==> src/rtl/trace_pkg.sv <==
// -----------------------------------------------------------------------------
// trace_pkg
// Shared definitions for the fetch trace buffer and its helpers:
//   - trace_state_e : capture state encoding (ST_LIVE = 0, ST_FROZEN = 1)
//   - DEFAULT_DEPTH : default number of trace entries
//   - DEFAULT_DEBOUNCE_CYCLES : default push-button settle time in Clk cycles
//                               (10 ms at 100 MHz)
// -----------------------------------------------------------------------------
package trace_pkg;

  typedef enum logic {
    ST_LIVE   = 1'b0,
    ST_FROZEN = 1'b1
  } trace_state_e;

  localparam int DEFAULT_DEPTH           = 16;
  localparam int DEFAULT_DEBOUNCE_CYCLES = 1000000;

endpackage : trace_pkg

==> src/rtl/button_debounce.sv <==
// -----------------------------------------------------------------------------
// button_debounce
// Synchronises a raw asynchronous push-button and filters contact bounce.
// The stable level only moves once the synchronised input has disagreed with
// it for DEBOUNCE_CYCLES consecutive samples; a 0->1 move of the stable level
// produces a single one-cycle RisePulse, so a held button yields one pulse.
//
// Ports:
//   Clk       in   system clock
//   Reset     in   asynchronous, active-high; clears synchroniser and counter
//   BtnIn     in   raw button (asynchronous to Clk)
//   Level     out  debounced button level (registered)
//   RisePulse out  one-cycle pulse on a 0->1 change of Level (registered)
// -----------------------------------------------------------------------------
module button_debounce #(
  parameter int DEBOUNCE_CYCLES = 1000000
) (
  input  logic Clk,
  input  logic Reset,
  input  logic BtnIn,
  output logic Level,
  output logic RisePulse
);

  // Counter only needs to reach DEBOUNCE_CYCLES-1; keep at least one bit.
  localparam int CNT_W = (DEBOUNCE_CYCLES > 1) ? $clog2(DEBOUNCE_CYCLES) : 1;
  localparam logic [CNT_W-1:0] CNT_ZERO = {CNT_W{1'b0}};
  localparam logic [CNT_W-1:0] CNT_ONE  = CNT_W'(1);
  localparam logic [CNT_W-1:0] CNT_LAST = CNT_W'(DEBOUNCE_CYCLES - 1);

  logic [1:0]       sync_q, sync_d;
  logic             level_q, level_d;
  logic [CNT_W-1:0] cnt_q, cnt_d;
  logic             rise_q, rise_d;

  // Next-state logic: shift the synchroniser and count disagreeing samples.
  always_comb begin
    sync_d  = {sync_q[0], BtnIn};
    level_d = level_q;
    cnt_d   = CNT_ZERO;
    rise_d  = 1'b0;
    if (sync_q[1] != level_q) begin
      if (cnt_q == CNT_LAST) begin
        // This is the DEBOUNCE_CYCLES-th consecutive differing sample.
        level_d = sync_q[1];
        cnt_d   = CNT_ZERO;
        rise_d  = sync_q[1];
      end else begin
        cnt_d   = cnt_q + CNT_ONE;
      end
    end else begin
      // Any agreeing sample restarts the settle window.
      cnt_d = CNT_ZERO;
    end
  end

  // State registers with asynchronous reset.
  always_ff @(posedge Clk or posedge Reset) begin
    if (Reset) begin
      sync_q  <= 2'b00;
      level_q <= 1'b0;
      cnt_q   <= CNT_ZERO;
      rise_q  <= 1'b0;
    end else begin
      sync_q  <= sync_d;
      level_q <= level_d;
      cnt_q   <= cnt_d;
      rise_q  <= rise_d;
    end
  end

  assign Level     = level_q;
  assign RisePulse = rise_q;

endmodule : button_debounce

==> src/rtl/fetch_trace_buffer.sv <==
// -----------------------------------------------------------------------------
// fetch_trace_buffer
// Circular history of (PC, instruction) pairs sitting between the fetch unit
// and the two-number seven-segment display driver. In LIVE mode every fetch
// advance is recorded and the newest pair is displayed. In FROZEN mode capture
// stops and each debounced button press steps one entry further back in
// history, wrapping from the oldest valid entry back to the newest.
//
// Ports:
//   Clk          in   system clock
//   Reset        in   asynchronous, active-high
//   FetchTick    in   one-cycle fetch advance strobe
//   Instruction  in   fetched instruction; [15:0] stored
//   PCResult     in   current PC; [15:0] stored
//   Freeze       in   level; 1 = FROZEN
//   BtnStep      in   raw step push-button
//   NumberA      out  instruction[15:0] of displayed entry (registered)
//   NumberB      out  PC[15:0] of displayed entry (registered)
//   Count        out  valid entries, saturating at DEPTH
//   Frozen       out  1 while in FROZEN
//   Wrapped      out  sticky: an entry has been overwritten
// -----------------------------------------------------------------------------
module fetch_trace_buffer
  import trace_pkg::*;
#(
  parameter int DEPTH           = DEFAULT_DEPTH,
  parameter int DEBOUNCE_CYCLES = DEFAULT_DEBOUNCE_CYCLES
) (
  input  logic                     Clk,
  input  logic                     Reset,
  input  logic                     FetchTick,
  input  logic [31:0]              Instruction,
  input  logic [31:0]              PCResult,
  input  logic                     Freeze,
  input  logic                     BtnStep,
  output logic [15:0]              NumberA,
  output logic [15:0]              NumberB,
  output logic [$clog2(DEPTH):0]   Count,
  output logic                     Frozen,
  output logic                     Wrapped
);

  localparam int PTR_W = $clog2(DEPTH);
  localparam int CNT_W = PTR_W + 1;

  localparam logic [PTR_W-1:0] PTR_ZERO   = {PTR_W{1'b0}};
  localparam logic [PTR_W-1:0] PTR_ONE    = PTR_W'(1);
  localparam logic [CNT_W-1:0] COUNT_ZERO = {CNT_W{1'b0}};
  localparam logic [CNT_W-1:0] COUNT_ONE  = CNT_W'(1);
  localparam logic [CNT_W-1:0] COUNT_FULL = CNT_W'(DEPTH);

  trace_state_e     state_q, state_d;
  logic [PTR_W-1:0] wr_ptr_q, wr_ptr_d;
  logic [PTR_W-1:0] offset_q, offset_d;
  logic [CNT_W-1:0] count_q, count_d;
  logic             wrapped_q, wrapped_d;
  logic [31:0]      rd_data_q, rd_data_d;

  logic [31:0]      mem_q [DEPTH];

  logic             capture_s;
  logic             step_s;
  logic             btn_level_s;
  logic [PTR_W-1:0] rd_addr_s;
  logic [31:0]      wr_data_s;

  // Upper halves of the fetch buses and the debounced level are not needed
  // here; fold them into one named sink so they are visibly intentional.
  logic             unused_inputs_s;
  assign unused_inputs_s = ^{Instruction[31:16], PCResult[31:16], btn_level_s};

  button_debounce #(
    .DEBOUNCE_CYCLES (DEBOUNCE_CYCLES)
  ) u_step_debounce (
    .Clk       (Clk),
    .Reset     (Reset),
    .BtnIn     (BtnStep),
    .Level     (btn_level_s),
    .RisePulse (step_s)
  );

  // Control next-state: mode, capture pointer/count, wrap flag, step offset.
  always_comb begin
    state_d   = state_q;
    wr_ptr_d  = wr_ptr_q;
    count_d   = count_q;
    wrapped_d = wrapped_q;
    offset_d  = offset_q;
    wr_data_s = {Instruction[15:0], PCResult[15:0]};

    if (Freeze) begin
      state_d = ST_FROZEN;
    end else begin
      state_d = ST_LIVE;
    end

    // Capture is gated by the registered state, so a tick coinciding with
    // the Freeze rise is still recorded.
    capture_s = (state_q == ST_LIVE) && FetchTick;

    if (capture_s) begin
      wr_ptr_d = wr_ptr_q + PTR_ONE;
      if (count_q == COUNT_FULL) begin
        count_d   = count_q;
        wrapped_d = 1'b1;
      end else begin
        count_d   = count_q + COUNT_ONE;
        wrapped_d = wrapped_q;
      end
    end else begin
      wr_ptr_d = wr_ptr_q;
    end

    // Offset is pinned to the newest entry whenever we are (or are going)
    // LIVE; steps only count while already FROZEN, and wrap at Count-1.
    if (state_d == ST_LIVE) begin
      offset_d = PTR_ZERO;
    end else if ((state_q == ST_FROZEN) && step_s) begin
      if ((count_q == COUNT_ZERO) || ({1'b0, offset_q} == (count_q - COUNT_ONE))) begin
        offset_d = PTR_ZERO;
      end else begin
        offset_d = offset_q + PTR_ONE;
      end
    end else begin
      offset_d = offset_q;
    end
  end

  // Read path: newest-minus-offset entry, masked to zero while empty.
  always_comb begin
    rd_addr_s = wr_ptr_q - PTR_ONE - offset_q;
    if (count_q == COUNT_ZERO) begin
      rd_data_d = 32'h0000_0000;
    end else begin
      rd_data_d = mem_q[rd_addr_s];
    end
  end

  // Control and display registers with asynchronous reset.
  always_ff @(posedge Clk or posedge Reset) begin
    if (Reset) begin
      state_q   <= ST_LIVE;
      wr_ptr_q  <= PTR_ZERO;
      offset_q  <= PTR_ZERO;
      count_q   <= COUNT_ZERO;
      wrapped_q <= 1'b0;
      rd_data_q <= 32'h0000_0000;
    end else begin
      state_q   <= state_d;
      wr_ptr_q  <= wr_ptr_d;
      offset_q  <= offset_d;
      count_q   <= count_d;
      wrapped_q <= wrapped_d;
      rd_data_q <= rd_data_d;
    end
  end

  // Trace storage: synchronous write, no reset (Count masks stale contents).
  always_ff @(posedge Clk) begin
    if (capture_s) begin
      mem_q[wr_ptr_q] <= wr_data_s;
    end
  end

  assign NumberA = rd_data_q[31:16];
  assign NumberB = rd_data_q[15:0];
  assign Count   = count_q;
  assign Frozen  = (state_q == ST_FROZEN);
  assign Wrapped = wrapped_q;

endmodule : fetch_trace_buffer
==> config.mk <==
export PLATFORM = sky130hd
export DESIGN_NAME = fetch_trace_buffer
export DESIGN_NICKNAME = d
export VERILOG_FILES = /design/src/rtl/trace_pkg.sv /design/src/rtl/button_debounce.sv /design/src/rtl/fetch_trace_buffer.sv
export SDC_FILE = /design/constraint.sdc
export NUM_CORES = 1
export LEC_CHECK = 0
export ABC_AREA = 1
export CAP_MARGIN = 20
export CORE_ASPECT_RATIO = 1.5
export CORE_MARGIN = 2
export CORE_UTILIZATION = 40
export CTS_CLUSTER_SIZE = 8
export DETAILED_ROUTE_END_ITERATION = 8
export GPL_TIMING_DRIVEN = 0
export SYNTH_ARGS = -nofsm -noshare
export SYNTH_HDL_FRONTEND = slang
export SYNTH_SLANG_ARGS = --single-unit
==> constraint.sdc <==
create_clock -name Clk -period 2.7 [get_ports Clk]
set_clock_uncertainty 0.1 [all_clocks]
set_input_delay 0.54 -clock Clk [delete_from_list [all_inputs] [get_ports Clk]]
set_output_delay 0.54 -clock Clk [all_outputs]
set_load 0.005 [all_outputs]
==> reports/qor.yml <==
die:
  start_util_pct: 40.30
  die_y_um: 302.0
  coreArea_um2: 58780
  num_rows: 109
  die_w_um: 202.7
  ios: 108
  fp.dieArea_um2: 61220
cells_and_area:
  area_growth_pct: 20.55
  antennaDiodeCount: 0
  nNetsFinal: 2281
  drive_gt1_share_pct: 11.03
  final_area_um2: 28550
clocking:
  cts_buffer_depth: 3
  insertion_delay_ns: 0.63
  cts_made_buffers: 83
  cts_tree: "built"
  h-tree-depth: 3
  cts.sinks: 583
  clk_pin_slew_ns: 0.05
  cts-root-buf: "clkbuf_16"
sta:
  final.min_clock_period_ns: 2.614
  fmax_mhz: 382.5
  worst_pin_slew_ns: 0.6746
  tns_ns: 0
  layout_setup_ws_ns: 0.08559
  rsz0062_at_grt: "yes"
  setup_viol: 0
  slew_viol_final: 0
  slew_headroom_pct: 54.92
  min_period_over_period_pct: 96.83
  hold_viol_final: 0
pwr:
  seq_power_share_pct: 31.1
  switching_share_pct: 39.44
  switchingPower_mw: 13.78
  vdd_drop_max_mv: 0.8475
  power_per_cell_area_nw_per_um2: 1224
  p_comb_share_pct: 41.1
  p_int_mw: 21.17
  p_clk_share_pct: 27.9
  leakage_nw: 10.68
routing:
  routed-via-count: 16036
  wire_per_inst_um: 20.85
  routed_wl_um: 63460
  first_pass_iters: 5
  ant_nets: 0
  drc: 0
  vias_per_cell: 5.268
  initialDrtViolationCount: 1279
placed_design:
  portBuffers: 75
  hpwl_um: 41570
  place_area_um2: 25920
  dp_slack_ns: -0.5799
  place.gp.congestion: 0.8491
global_route:
  grt_antenna_before_repair: 0
  met2_usage_pct: 36.72
  grt_usage_pct: 20.87
  busiest_layer: "met2"
  met1_usage_pct: 24.45
  grt_max_degree: 57
  grt_pass1_vias: 15889
  grt_first_pass_wirelength_um: 95280
  grt_overflow: 0
  grt_util_met3_pct: 3.394
logic_synthesis:
  yosysTopAreaCell: "edfxtp_1"
  synth.distinct_cells: 31
  ys_seq_elements: 583
  synth_cells: 2020
  syn_area_um2: 23690
  synth-simple-area-share_pct: 22.27
  yosysSeqAreaShare_pct: 72.41
  synth_warnings: 0
  synth_top_family_by_area: "simple AND/OR/NAND/NOR gates"
  synth_top_area_share_pct: 64.91
  syn-num-nets: 2101
  synthMuxAreaShare_pct: 0
  yosys-top-cells-area: "edfxtp_1 65%, nand2_1 10%, nand3_1 9.3%"
  synthXorXnorAreaFrac_pct: 0.8452
  synth_compound_area_share_pct: 0.1954
  synth_adder_area_share_pct: 0.6656
  avgSynthCellArea_um2: 11.73
setup_path:
  cpPeakStageDelay_ns: 0.61
  critical_path_class: "in2reg"
  crit_fanout: 18
  cpMaxStageDelayCell: "nor2_4"
  reg2reg_slack_ns: 0.11
  start_kind: "input port"
  critPathRequiredTime_ns: 2.90
  arrival_ns: 2.81
  worstPathCellList: "clkdlybuf4s50_1 -> inv_1 -> nor2_1 -> buf_2 -> nand2_1 -> nor2_4 -> buf_16"
  cp-end-kind: "flip-flop"
hold_path:
  hold_class: "in2async"
run:
  maxCapViolCount: 0
run_status:
  status: "finished, final reports clean"
## logic make-up (layout without fill, tap and decap cells)
kind of cell             Yosys count  count (layout)
AND/OR/NAND/NOR                 1247            1247
flip-flops                       583             583
buffers and inverters            148             395
XOR/XNOR                          22              22
adder cells (fa/ha/maj)           12              12
AO/OA/AOI/OAI                      8               8
## registers in the layout, summed over array words and instances (netlist names)
name	cells
Wrapped	1
offset_q	4
u_step_debounce.RisePulse	1
rd_data_q	32
u_step_debounce.Level	1
u_step_debounce.sync_q	2
Count	5
mem_q	512
Frozen	1
u_step_debounce.cnt_q	20
wr_ptr_q	4
## per-stage QoR
step | instances | util [%] | power [mW] | hold WS (ns)
final | 3044 | 48.58 | 34.95 | 0.1150
after floorplan | 2020 | - | 19.43 | 0.2312
after global routing | 3044 | 48.58 | 36.85 | 0.1278
after CTS | 3041 | 48.37 | 34.90 | 0.1014
after global placement | 2872 | 43.24 | 24.64 | 0.2474
after detailed placement | 2889 | 44.10 | 25.00 | 0.2403
## cells in the final DEF (no fill, tap or decap), drive strengths merged
cell type	synthesis	final
nor2	133	133
a21oi	4	4
xnor2	8	8
o21bai	1	1
nand2	661	661
a31o	1	1
clkdlybuf4s50	0	75
clkbuf	13	157
xor2	14	14
nand3	443	443
or2	1	1
clkinv	2	6
o21ai	2	2
dfrtp	71	71
edfxtp	512	512
ha	11	11
nand4	3	3
nor3	6	6
fa	1	1
inv	38	42
buf	95	115
## power groups by stage
stage	Sequential [mW]	Clock, mW	Combinational [mW]
6_report	10.9	9.74	14.4
3_3_place_gp	11.0	0	13.6
5_1_grt	10.9	10.2	15.7
2_1_floorplan	11.0	0	8.40
4_1_cts	10.9	9.86	14.2
3_5_place_dp	11.0	0	14.0
## cells in the mapped netlist, drive strengths merged
library cell and n:
o21ai 2, or2 1, a31o 1, clkinv 2
o21bai 1, fa 1, xor2 14, nor2 133
edfxtp 512, nand2 661, nand3 443, xnor2 8
nand4 3, buf 95, clkbuf 13, dfrtp 71
nor3 6, a21oi 4, ha 11, inv 38
## layer usage
layer | vias up | share of wire (%)
li1 | 7366 | -
met4 | 0 | 4.8
met3 | 181 | 6.2
met2 | 597 | 51
met1 | 7892 | 38
met5 | - | 0
## critical path, delay by kind of cell
family / cells / cell delay, ns
buffers and inverters: 4 / 1.05
and+or+nand+nor: 3 / 1.22
## layout make-up
cell class,count,area [um2]
Fill cell,5066,30230
Multi-Input combinational cell,1289,5802
Clock inverter,8,153.9
Buffer,108,798.3
Sequential cell,583,17150
Timing Repair Buffer,95,1204
Tap cell,777,972.2
Inverter,40,156.4
Clock buffer,144,2316
## final timing paths
| kind | startpoint | endpoint | cells after the start |
|---|---|---|---|
| setup / recovery | FetchTick | mem_q[13][28] | 7 |
| hold / removal | Reset | u_step_debounce.sync_q[0] | 2 |
| setup reg to reg | Frozen | mem_q[13][28] | 5 |
| hold reg to reg | u_step_debounce.sync_q[0] | u_step_debounce.sync_q[1] | 0 |
| max in group asynchronous | Reset | rd_data_q[17] | 3 |
| min in group Clk | u_step_debounce.sync_q[0] | u_step_debounce.sync_q[1] | 0 |
## what timing repair did
item | in CTS | in global routing
hold endpoints to repair | 0 | 0
endpoints found under the setup margin | 32 | 68
cloned | 0 | 0
hold buffers | 0 | 0
buffers inserted | 0 | 3
gates resized for setup | 24 | 45
pin swaps | 0 | 3
Note: power is estimated with default switching activity, not from simulation.
